[src/rtl/fetch_queue_if.sv]
// rtl/fetch_queue_if.sv - PC, instruction-memory and decode handshake bundle for fetch_queue
interface fetch_queue_if #(
  parameter int WIDTH = 32,
  parameter int DEPTH = 4
);
  logic [WIDTH-1:0]       pc_i;
  logic                   pc_valid_i;
  logic                   pc_ready_o;
  logic                   flush_i;
  logic                   imem_req_o;
  logic [WIDTH-1:0]       imem_addr_o;
  logic                   imem_gnt_i;
  logic                   imem_rvalid_i;
  logic [WIDTH-1:0]       imem_rdata_i;
  logic [WIDTH-1:0]       instr_o;
  logic [WIDTH-1:0]       instr_pc_o;
  logic                   instr_valid_o;
  logic                   instr_ready_i;
  logic [$clog2(DEPTH):0] level_o;

  // fetch_queue side
  modport slave (
    input  pc_i, pc_valid_i, flush_i, imem_gnt_i, imem_rvalid_i, imem_rdata_i, instr_ready_i,
    output pc_ready_o, imem_req_o, imem_addr_o, instr_o, instr_pc_o, instr_valid_o, level_o
  );

  // PC stage / memory / decode side
  modport master (
    output pc_i, pc_valid_i, flush_i, imem_gnt_i, imem_rvalid_i, imem_rdata_i, instr_ready_i,
    input  pc_ready_o, imem_req_o, imem_addr_o, instr_o, instr_pc_o, instr_valid_o, level_o
  );
endinterface

[src/rtl/fetch_queue.sv]
// rtl/fetch_queue.sv - instruction fetch with credit-limited memory requests and in-order FIFO
module fetch_queue #(
  parameter int WIDTH   = 32,
  parameter int DEPTH   = 4,
  parameter int MAX_OUT = 2
) (
  input  logic         clk,
  input  logic         rst,
  fetch_queue_if.slave bus
);
  localparam int AW = $clog2(DEPTH);
  localparam int LW = AW + 1;
  localparam int PW = (MAX_OUT > 1) ? $clog2(MAX_OUT) : 1;
  localparam int CW = $clog2(MAX_OUT + 1);

  // instruction FIFO: PC and word per entry
  logic [WIDTH-1:0] pc_mem    [DEPTH];
  logic [WIDTH-1:0] instr_mem [DEPTH];
  logic [AW-1:0]    rd_ptr;
  logic [AW-1:0]    wr_ptr;
  logic [LW-1:0]    count;

  // PCs of live in-flight requests, oldest first
  logic [WIDTH-1:0] pend_mem [MAX_OUT];
  logic [PW-1:0]    pend_rd;
  logic [PW-1:0]    pend_wr;

  // live in-flight requests and stale responses still to be swallowed
  logic [CW-1:0]    out_cnt;
  logic [CW-1:0]    disc_cnt;

  logic space;
  logic req;
  logic accept;
  logic resp_keep;
  logic resp_drop;
  logic pop;

  // word alignment is checked upstream, so the low PC bits never reach memory
  logic unused_pc_low;
  assign unused_pc_low = ^bus.pc_i[1:0];

  function automatic logic [PW-1:0] pend_next(input logic [PW-1:0] p);
    return (p == PW'(MAX_OUT - 1)) ? '0 : p + PW'(1);
  endfunction

  // credit check and handshake decode for this cycle
  always_comb begin
    space     = (int'(count) + int'(out_cnt) < DEPTH) &&
                (int'(out_cnt) + int'(disc_cnt) < MAX_OUT);
    req       = rst && bus.pc_valid_i && space && !bus.flush_i;
    accept    = req && bus.imem_gnt_i;
    resp_drop = bus.imem_rvalid_i && (disc_cnt != '0);
    resp_keep = bus.imem_rvalid_i && (disc_cnt == '0) && (out_cnt != '0) && !bus.flush_i;
    pop       = (count != '0) && bus.instr_ready_i && !bus.flush_i;
  end

  assign bus.imem_req_o    = req;
  assign bus.imem_addr_o   = {bus.pc_i[WIDTH-1:2], 2'b00};
  assign bus.pc_ready_o    = accept;
  assign bus.instr_o       = instr_mem[rd_ptr];
  assign bus.instr_pc_o    = pc_mem[rd_ptr];
  assign bus.instr_valid_o = (count != '0);
  assign bus.level_o       = count;

  // instruction FIFO: push kept responses, pop on decode handshake, clear on redirect
  always_ff @(posedge clk) begin
    if (!rst) begin
      rd_ptr <= '0;
      wr_ptr <= '0;
      count  <= '0;
      for (int i = 0; i < DEPTH; i++) begin
        pc_mem[i]    <= '0;
        instr_mem[i] <= '0;
      end
    end else if (bus.flush_i) begin
      rd_ptr <= '0;
      wr_ptr <= '0;
      count  <= '0;
    end else begin
      if (resp_keep) begin
        pc_mem[wr_ptr]    <= pend_mem[pend_rd];
        instr_mem[wr_ptr] <= bus.imem_rdata_i;
        wr_ptr            <= wr_ptr + AW'(1);
      end
      if (pop) begin
        rd_ptr <= rd_ptr + AW'(1);
      end
      count <= count + LW'(resp_keep) - LW'(pop);
    end
  end

  // pending-PC FIFO and in-flight / discard accounting
  always_ff @(posedge clk) begin
    if (!rst) begin
      pend_rd  <= '0;
      pend_wr  <= '0;
      out_cnt  <= '0;
      disc_cnt <= '0;
      for (int i = 0; i < MAX_OUT; i++) begin
        pend_mem[i] <= '0;
      end
    end else if (bus.flush_i) begin
      // every live request becomes stale; a response landing now is swallowed here
      pend_rd  <= '0;
      pend_wr  <= '0;
      out_cnt  <= '0;
      disc_cnt <= disc_cnt + out_cnt -
                  CW'(bus.imem_rvalid_i && ((disc_cnt != '0) || (out_cnt != '0)));
    end else begin
      if (accept) begin
        pend_mem[pend_wr] <= bus.pc_i;
        pend_wr           <= pend_next(pend_wr);
      end
      if (resp_keep) begin
        pend_rd <= pend_next(pend_rd);
      end
      out_cnt <= out_cnt + CW'(accept) - CW'(resp_keep);
      if (resp_drop) begin
        disc_cnt <= disc_cnt - CW'(1);
      end
    end
  end
endmodule

[src/flat_wrapper.sv]
// flat-port wrapper written by rule: the top's interface ports become plain ports
module fetch_queue_flat 
#(
  parameter int WIDTH   = 32,
  parameter int DEPTH   = 4,
  parameter int MAX_OUT = 2
)
  (clk, rst, bus_pc_i, bus_pc_valid_i, bus_flush_i, bus_imem_gnt_i, bus_imem_rvalid_i, bus_imem_rdata_i, bus_instr_ready_i, bus_pc_ready_o, bus_imem_req_o, bus_imem_addr_o, bus_instr_o, bus_instr_pc_o, bus_instr_valid_o, bus_level_o);
  fetch_queue_if #(.WIDTH(WIDTH), .DEPTH(DEPTH)) bus_i ();
  input  logic clk;
  input  logic rst;
  input wire logic [$bits(bus_i.pc_i)-1:0] bus_pc_i;
  input wire logic [$bits(bus_i.pc_valid_i)-1:0] bus_pc_valid_i;
  input wire logic [$bits(bus_i.flush_i)-1:0] bus_flush_i;
  input wire logic [$bits(bus_i.imem_gnt_i)-1:0] bus_imem_gnt_i;
  input wire logic [$bits(bus_i.imem_rvalid_i)-1:0] bus_imem_rvalid_i;
  input wire logic [$bits(bus_i.imem_rdata_i)-1:0] bus_imem_rdata_i;
  input wire logic [$bits(bus_i.instr_ready_i)-1:0] bus_instr_ready_i;
  output wire logic [$bits(bus_i.pc_ready_o)-1:0] bus_pc_ready_o;
  output wire logic [$bits(bus_i.imem_req_o)-1:0] bus_imem_req_o;
  output wire logic [$bits(bus_i.imem_addr_o)-1:0] bus_imem_addr_o;
  output wire logic [$bits(bus_i.instr_o)-1:0] bus_instr_o;
  output wire logic [$bits(bus_i.instr_pc_o)-1:0] bus_instr_pc_o;
  output wire logic [$bits(bus_i.instr_valid_o)-1:0] bus_instr_valid_o;
  output wire logic [$bits(bus_i.level_o)-1:0] bus_level_o;
  assign bus_i.pc_i = bus_pc_i;
  assign bus_i.pc_valid_i = bus_pc_valid_i;
  assign bus_i.flush_i = bus_flush_i;
  assign bus_i.imem_gnt_i = bus_imem_gnt_i;
  assign bus_i.imem_rvalid_i = bus_imem_rvalid_i;
  assign bus_i.imem_rdata_i = bus_imem_rdata_i;
  assign bus_i.instr_ready_i = bus_instr_ready_i;
  assign bus_pc_ready_o = bus_i.pc_ready_o;
  assign bus_imem_req_o = bus_i.imem_req_o;
  assign bus_imem_addr_o = bus_i.imem_addr_o;
  assign bus_instr_o = bus_i.instr_o;
  assign bus_instr_pc_o = bus_i.instr_pc_o;
  assign bus_instr_valid_o = bus_i.instr_valid_o;
  assign bus_level_o = bus_i.level_o;
  fetch_queue #(.WIDTH(WIDTH), .DEPTH(DEPTH), .MAX_OUT(MAX_OUT)) u_core (.clk(clk), .rst(rst), .bus(bus_i));
endmodule
[config.mk]
export PLATFORM = sky130hd
export DESIGN_NAME = fetch_queue_flat
export DESIGN_NICKNAME = d
export VERILOG_FILES = /design/src/rtl/fetch_queue_if.sv /design/src/rtl/fetch_queue.sv /design/src/flat_wrapper.sv
export SDC_FILE = /design/constraint.sdc
export NUM_CORES = 1
export LEC_CHECK = 0
export BUFFER_PORTS_ARGS = -buffer_cell sky130_fd_sc_hd__buf_4
export CELL_PAD_IN_SITES_DETAIL_PLACEMENT = 0
export CELL_PAD_IN_SITES_GLOBAL_PLACEMENT = 1
export CORE_MARGIN = 3
export CORE_UTILIZATION = 40
export DETAILED_ROUTE_END_ITERATION = 6
export PLACE_DENSITY = 0.7
export REMOVE_ABC_BUFFERS = 1
export SLEW_MARGIN = 20
export SYNTH_ARGS = -nofsm -noshare
export SYNTH_HDL_FRONTEND = slang
export SYNTH_SLANG_ARGS = --single-unit
[constraint.sdc]
create_clock -name clk -period 9.6 [get_ports clk]
set_input_delay 2.4 -clock clk [delete_from_list [all_inputs] [get_ports clk]]
set_output_delay 2.4 -clock clk [all_outputs]
set_load 0.01 [all_outputs]
### Yosys cells after proc, flatten, opt, wreduce, memory -nomap -nowiden

Memories as Yosys holds them, arrays and structs flattened. A register that Yosys moved wholly into a read port is not among the register bits.
Cells that the tools add are included.
Widths: inputs -> output; s select.

| word-level totals | value |
|---|---|
| flip-flop bits (word level) | 13 |
| bits in writable memories | 320 |
| bits of input ports | 71 |
| word-level logic and storage cells | 77 |
| memories kept | 3 |

Memory list:

| name | depth | width | rd ports | clocked after Yosys merged registers in | write ports | line | source |
|---|---|---|---|---|---|---|---|
| u_core.instr_mem | 4 | 32 | 1 | 1 | 4 | fetch_queue.sv:18 | `logic [WIDTH-1:0] instr_mem [DEPTH];` |
| u_core.pc_mem | 4 | 32 | 1 | 1 | 4 | fetch_queue.sv:17 | `logic [WIDTH-1:0] pc_mem [DEPTH];` |
| u_core.pend_mem | 2 | 32 | 1 | 1 | 2 | fetch_queue.sv:24 | `logic [WIDTH-1:0] pend_mem [MAX_OUT];` |

| operators by class | value |
|---|---|
| add/subtract/negate cells | 13 |
| order comparisons | 2 |
| mux-type cells | 28 |
| bitwise operators | 1 |
| reductions and logical operators | 23 |

Operators by type and width:

| operator | number |
|---|---|
| $mux 32 | 3 |
| $reduce_or 32->1 | 3 |
| $lt 32x3->1 const B | 1 |
| $lt 32x4->1 const B | 1 |
| $mux 1 | 17 |
| $mux 2 | 8 |
| $logic_and 1x1->1 | 12 |
| $reduce_bool 2->1 | 3 |
| $add 2x1->2 const B | 2 |
| $add 3x2->4 | 1 |
| $sub 2x1->2 | 2 |
| $add 2x2->3 | 1 |
| $add 3x1->3 | 1 |
| $reduce_bool 3->1 | 1 |
| $sub 3x1->3 | 1 |
| $add 1x1->1 const B | 2 |
| $add 2x1->2 | 1 |
| $add 2x2->2 | 1 |
| $logic_not 2->1 | 1 |
| $reduce_or 2->1 | 1 |
| $sub 2x1->2 const B | 1 |
| $logic_not 1->1 | 1 |
| $logic_or 1x1->1 | 1 |
| $not 1->1 | 1 |

### Depth between registers and ports, before layout

| logic depth | value |
|---|---|
| depth after elaboration | 12 |
| depth in mapped cells | 11 |
| mapped depth without buffers | 11 |

### Worst setup path after synthesis

OpenSTA, ideal clock, no wires.

| path | value |
|---|---|
| path kind | in2reg |
| from | input port bus_imem_rvalid_i |
| to | memory u_core.instr_mem[1][0] (enable) |
| library setup time | 0.574 ns |
| arrival | 7.389 ns |
| data required time | 9.026 ns |
| setup slack | 1.637 ns |
| stages | 4 |
| buffers on the path | 1 |
| cell sequence | o211a_1 > buf_2 > nand3b_1 > o21ai_0 |

RTL lines:

| item | line | source |
|---|---|---|
| start, declared | flat_wrapper.sv:16 | `input wire logic [$bits(bus_i.imem_rvalid_i)-1:0] bus_imem_rvalid_i;` |
| end, declared | fetch_queue.sv:18 |  |

### Worst setup path in the final report

| path | value |
|---|---|
| from | input port rst |
| to | output port bus_pc_ready_o |

| between the ends | value |
|---|---|
| longest elaborated chain between the ends | 4 |

Ends and longest elaborated chain:

| item | line | source |
|---|---|---|
| start, declared | flat_wrapper.sv:11 | `input logic rst;` |
| $logic_and 1x1->1 (3 in series) | fetch_queue.sv:51 | `req = rst && bus.pc_valid_i && space && !bus.flush_i;` |
| $logic_and 1x1->1 | fetch_queue.sv:52 | `accept = req && bus.imem_gnt_i;` |
| end, declared | flat_wrapper.sv:19 | `output wire logic [$bits(bus_i.pc_ready_o)-1:0] bus_pc_ready_o;` |

Every way passes these cells.

==> results.toml <==
[status]
status = "completed"

[clock_network]
cts_resized = 0
clockRootBuffer = "clkbuf_16"
postCtsHoldBufs = 0
cts_tree = "built"
numClockSinks = 336
cts_buffers = 38
clk_path_buf_depth = 3
post_cts_buffers = 0
cts.htree.levels = 2
path_clk_slew_ns = 0.05
clk_latency_ns = 0.51

[place]
routabilityCongestion = 0.732
portBuffers = 170
place_area_sq_um = 16100
hpwl_um = 18300

[setup_path]
r2r.worst_path.cells = 6
r2r_setup_slack_ns = 6.06
worstSetupEndpointType = "output port"
startpoint_type = "input pin"
cp.required_ns = 7.20
setup.worst_path.start = "rst"
path_class = "input pin to output port"
path_max_fanout = 12
path_cells = "buf_4 > nor4bb_1 > nand4_1 > inv_1 > buf_4"
rr_endpoint = "u_core.pc_mem[2][29]"
cp_slowest_cell = "nor4bb_1"
crit_top_cell = "buf_4"
slowest_delay_ns = 0.33
cp.arrival_ns = 3.33
r2r-start = "u_core.disc_cnt[0]"

[sta]
clock_skew_ns = 0.00919
finalMaxSlewViolations = 0
worst_pin_slew_ns = 1.06
fin_tns_setup_ns = 0
setup_viol = 0
holdWs_ns = 0.475
timing.fmax_mhz = 175
period_share_pct = 59.6
relSlewSlack_pct = 29.2
hold_viol_final = 0
rsz0062_at_grt = "no"
min_period_ns = 5.73

[cells_and_area]
nets = 1159
final_area_sq_um = 17400
register_area_sq_um = 9940
fillCellCount = 3044
multi_input_area_sq_um = 4180
area_delta_synth_final_pct = 18.9
drive_gt1_share_pct = 28.2
antenna_cells = 0

[power]
clkPwrFrac_pct = 44.2
p_int_mw = 2.63
vdd_drop_max_mv = 0.109
finalPower_mw = 3.29
power_frac_comb_pct = 5.1
leakage_nw = 6.54
power.switching_mw = 0.660
p_sw_share_pct = 20.1
power_density_nw_per_um2 = 189
pwr-share-seq_pct = 50.7

[floorplan]
core_sq_um = 35700
start_util_pct = 40.8
die_w_um = 197
die_y_um = 197
die_area_sq_um = 38800
rows = 69
io_pins = 173

[yosys]
yosysSeqAreaShare_pct = 68.0
netlist_area_sq_um = 14600
synth_area_leader_cell = "edfxtp_1"
synthTopCellsByArea = "edfxtp_1, mux4_2, and2_1"
synth.top_cell.area_share_pct = 65.8
ys.flop_type = "edfxtp_1"
yosysMostFrequentCell = "edfxtp_1"
ys_top_cells_by_count = "edfxtp_1, and2_1, nor2_1, mux4_2, clkbuf_1"
syn-mean-instance-area_sq_um = 15.5
ys_types = 42
yosys_warnings = 0
async_reset_ff_share_pct = 0
syn_inst = 943
ys_ff_latch = 336
synth_edf_count = 320

[detailed_routing]
wl_um = 31900
dr.first_iter.drc_count = 522
post_drt_wl_per_cell_um = 20.4
viasPerCell = 5.07
drc_errors = 0
num_vias = 7934
drt-pass1-iter-count = 5
postRouteAntennaNets = 0

[global_routing]
antenna_found_initial = 0
grt_max_degree = 65
grt_pass1_vias = 8363
grt_remaining_overflow = 0
grt_util_all_layers_pct = 16.4
grt_pass1_wl_um = 48800

[hold_path]
hp-class = "flip-flop to flip-flop"
hold_depth = 2
worstHoldStart = "u_core.rd_ptr[1]"

[job]
max_cap_viol_count = 0
## cell usage in the layout, fill, tap and decap left out, types with 2 or more instances in the layout
cell,n
a21oi_1,4
and2_1,164
and3_1,36
buf_4,181
bufinv_16,5
clkbuf_1,6
clkbuf_16,41
clkinv_1,13
conb_1,2
dfxtp_1,13
dfxtp_4,2
edfxtp_1,320
fa_1,2
ha_1,9
inv_1,14
mux2i_1,32
mux4_2,64
nand2_1,3
nand2_4,2
nand2b_1,5
nand2b_2,2
nand3_2,3
nor2_1,139
nor2b_1,2
nor3_1,3
nor4_4,2
o211a_1,2
o21ai_0,2
o21ai_4,2
or3_1,2
xnor2_1,5
xor2_1,2
## logic make-up (layout without fill, tap and decap cells)
| kind of cell | Yosys count | after routing | share of synthesized area (%) |
|---|---|---|---|
| AOI/OAI and AO/OA | 17 | 17 | 0.771 |
| xor gates and xnor gates | 7 | 7 | 0.420 |
| adders and majority gates | 11 | 11 | 1.05 |
| buffers and inverters | 102 | 262 | 3.87 |
| DFF | 336 | 336 | 68.0 |
| muxes | 97 | 97 | 12.1 |
| other | 1 | 2 | 0.0257 |
| and+or+nand+nor | 372 | 372 | 13.7 |
## stage by stage
stage	util, %	instances	setup slack, ns
finish	48.6	1565	3.87
floorplan	-	856	1.37
CTS	48.6	1565	3.86
detailed placement	45.1	1498	3.86
global route	48.6	1565	3.71
global placement	45.1	1498	3.89
## worst max-delay path by stage
stage	slack, ns	cells past startpoint	end
6_report	3.87	5	bus_pc_ready_o
5_1_grt	3.71	5	bus_pc_ready_o
4_1_cts	3.86	5	bus_pc_ready_o
3_5_place_dp	3.86	5	bus_pc_ready_o
3_3_place_gp	3.89	5	bus_pc_ready_o
2_1_floorplan	1.37	3	u_core.instr_mem[1][0]
## sequential cells by signal, indices dropped and copies added (netlist names), named ones only
| signal | cells |
|---|---|
| u_core.bus.level_o | 3 |
| u_core.disc_cnt | 2 |
| u_core.instr_mem | 128 |
| u_core.out_cnt | 2 |
| u_core.pc_mem | 128 |
| u_core.pend_mem | 64 |
| u_core.pend_rd | 1 |
| u_core.pend_wr | 1 |
| u_core.rd_ptr | 2 |
| u_core.wr_ptr | 2 |
## cell type report
cell class | count | share of cell area (%)
Tap cell | 461 | 3.32
Clock buffer | 47 | 6.04
Sequential cell | 336 | 57.2
Timing Repair Buffer | 181 | 7.83
Multi-Input combinational cell | 506 | 24.1
Inverter | 14 | 0.303
Clock inverter | 20 | 1.22
## power by group through the flow
stage / registers, mW / clock network (mW) / logic (mW)
CTS: 1.67 / 1.48 / 0.172
finish: 1.67 / 1.45 / 0.168
global placement: 1.70 / 0 / 0.171
global route: 1.67 / 1.54 / 0.185
floorplan: 1.70 / 0 / 0.0745
detailed placement: 1.70 / 0 / 0.172
## critical path, delay by kind of cell
family	cells	cell delay (ns)
and+or+nand+nor	2	0.51
buffers and inverters	3	0.41
## layer usage
layer,share of wire [%],vias up,wire length [um],global-route usage (%)
li1,-,3677,-,-
met5,0,-,0,0
met3,5.4,38,1730,2.56
met1,43,3985,13800,22.3
met4,1.8,0,563,3.72
met2,50,234,15900,28.1
Note: power is estimated with default switching activity, not from simulation.
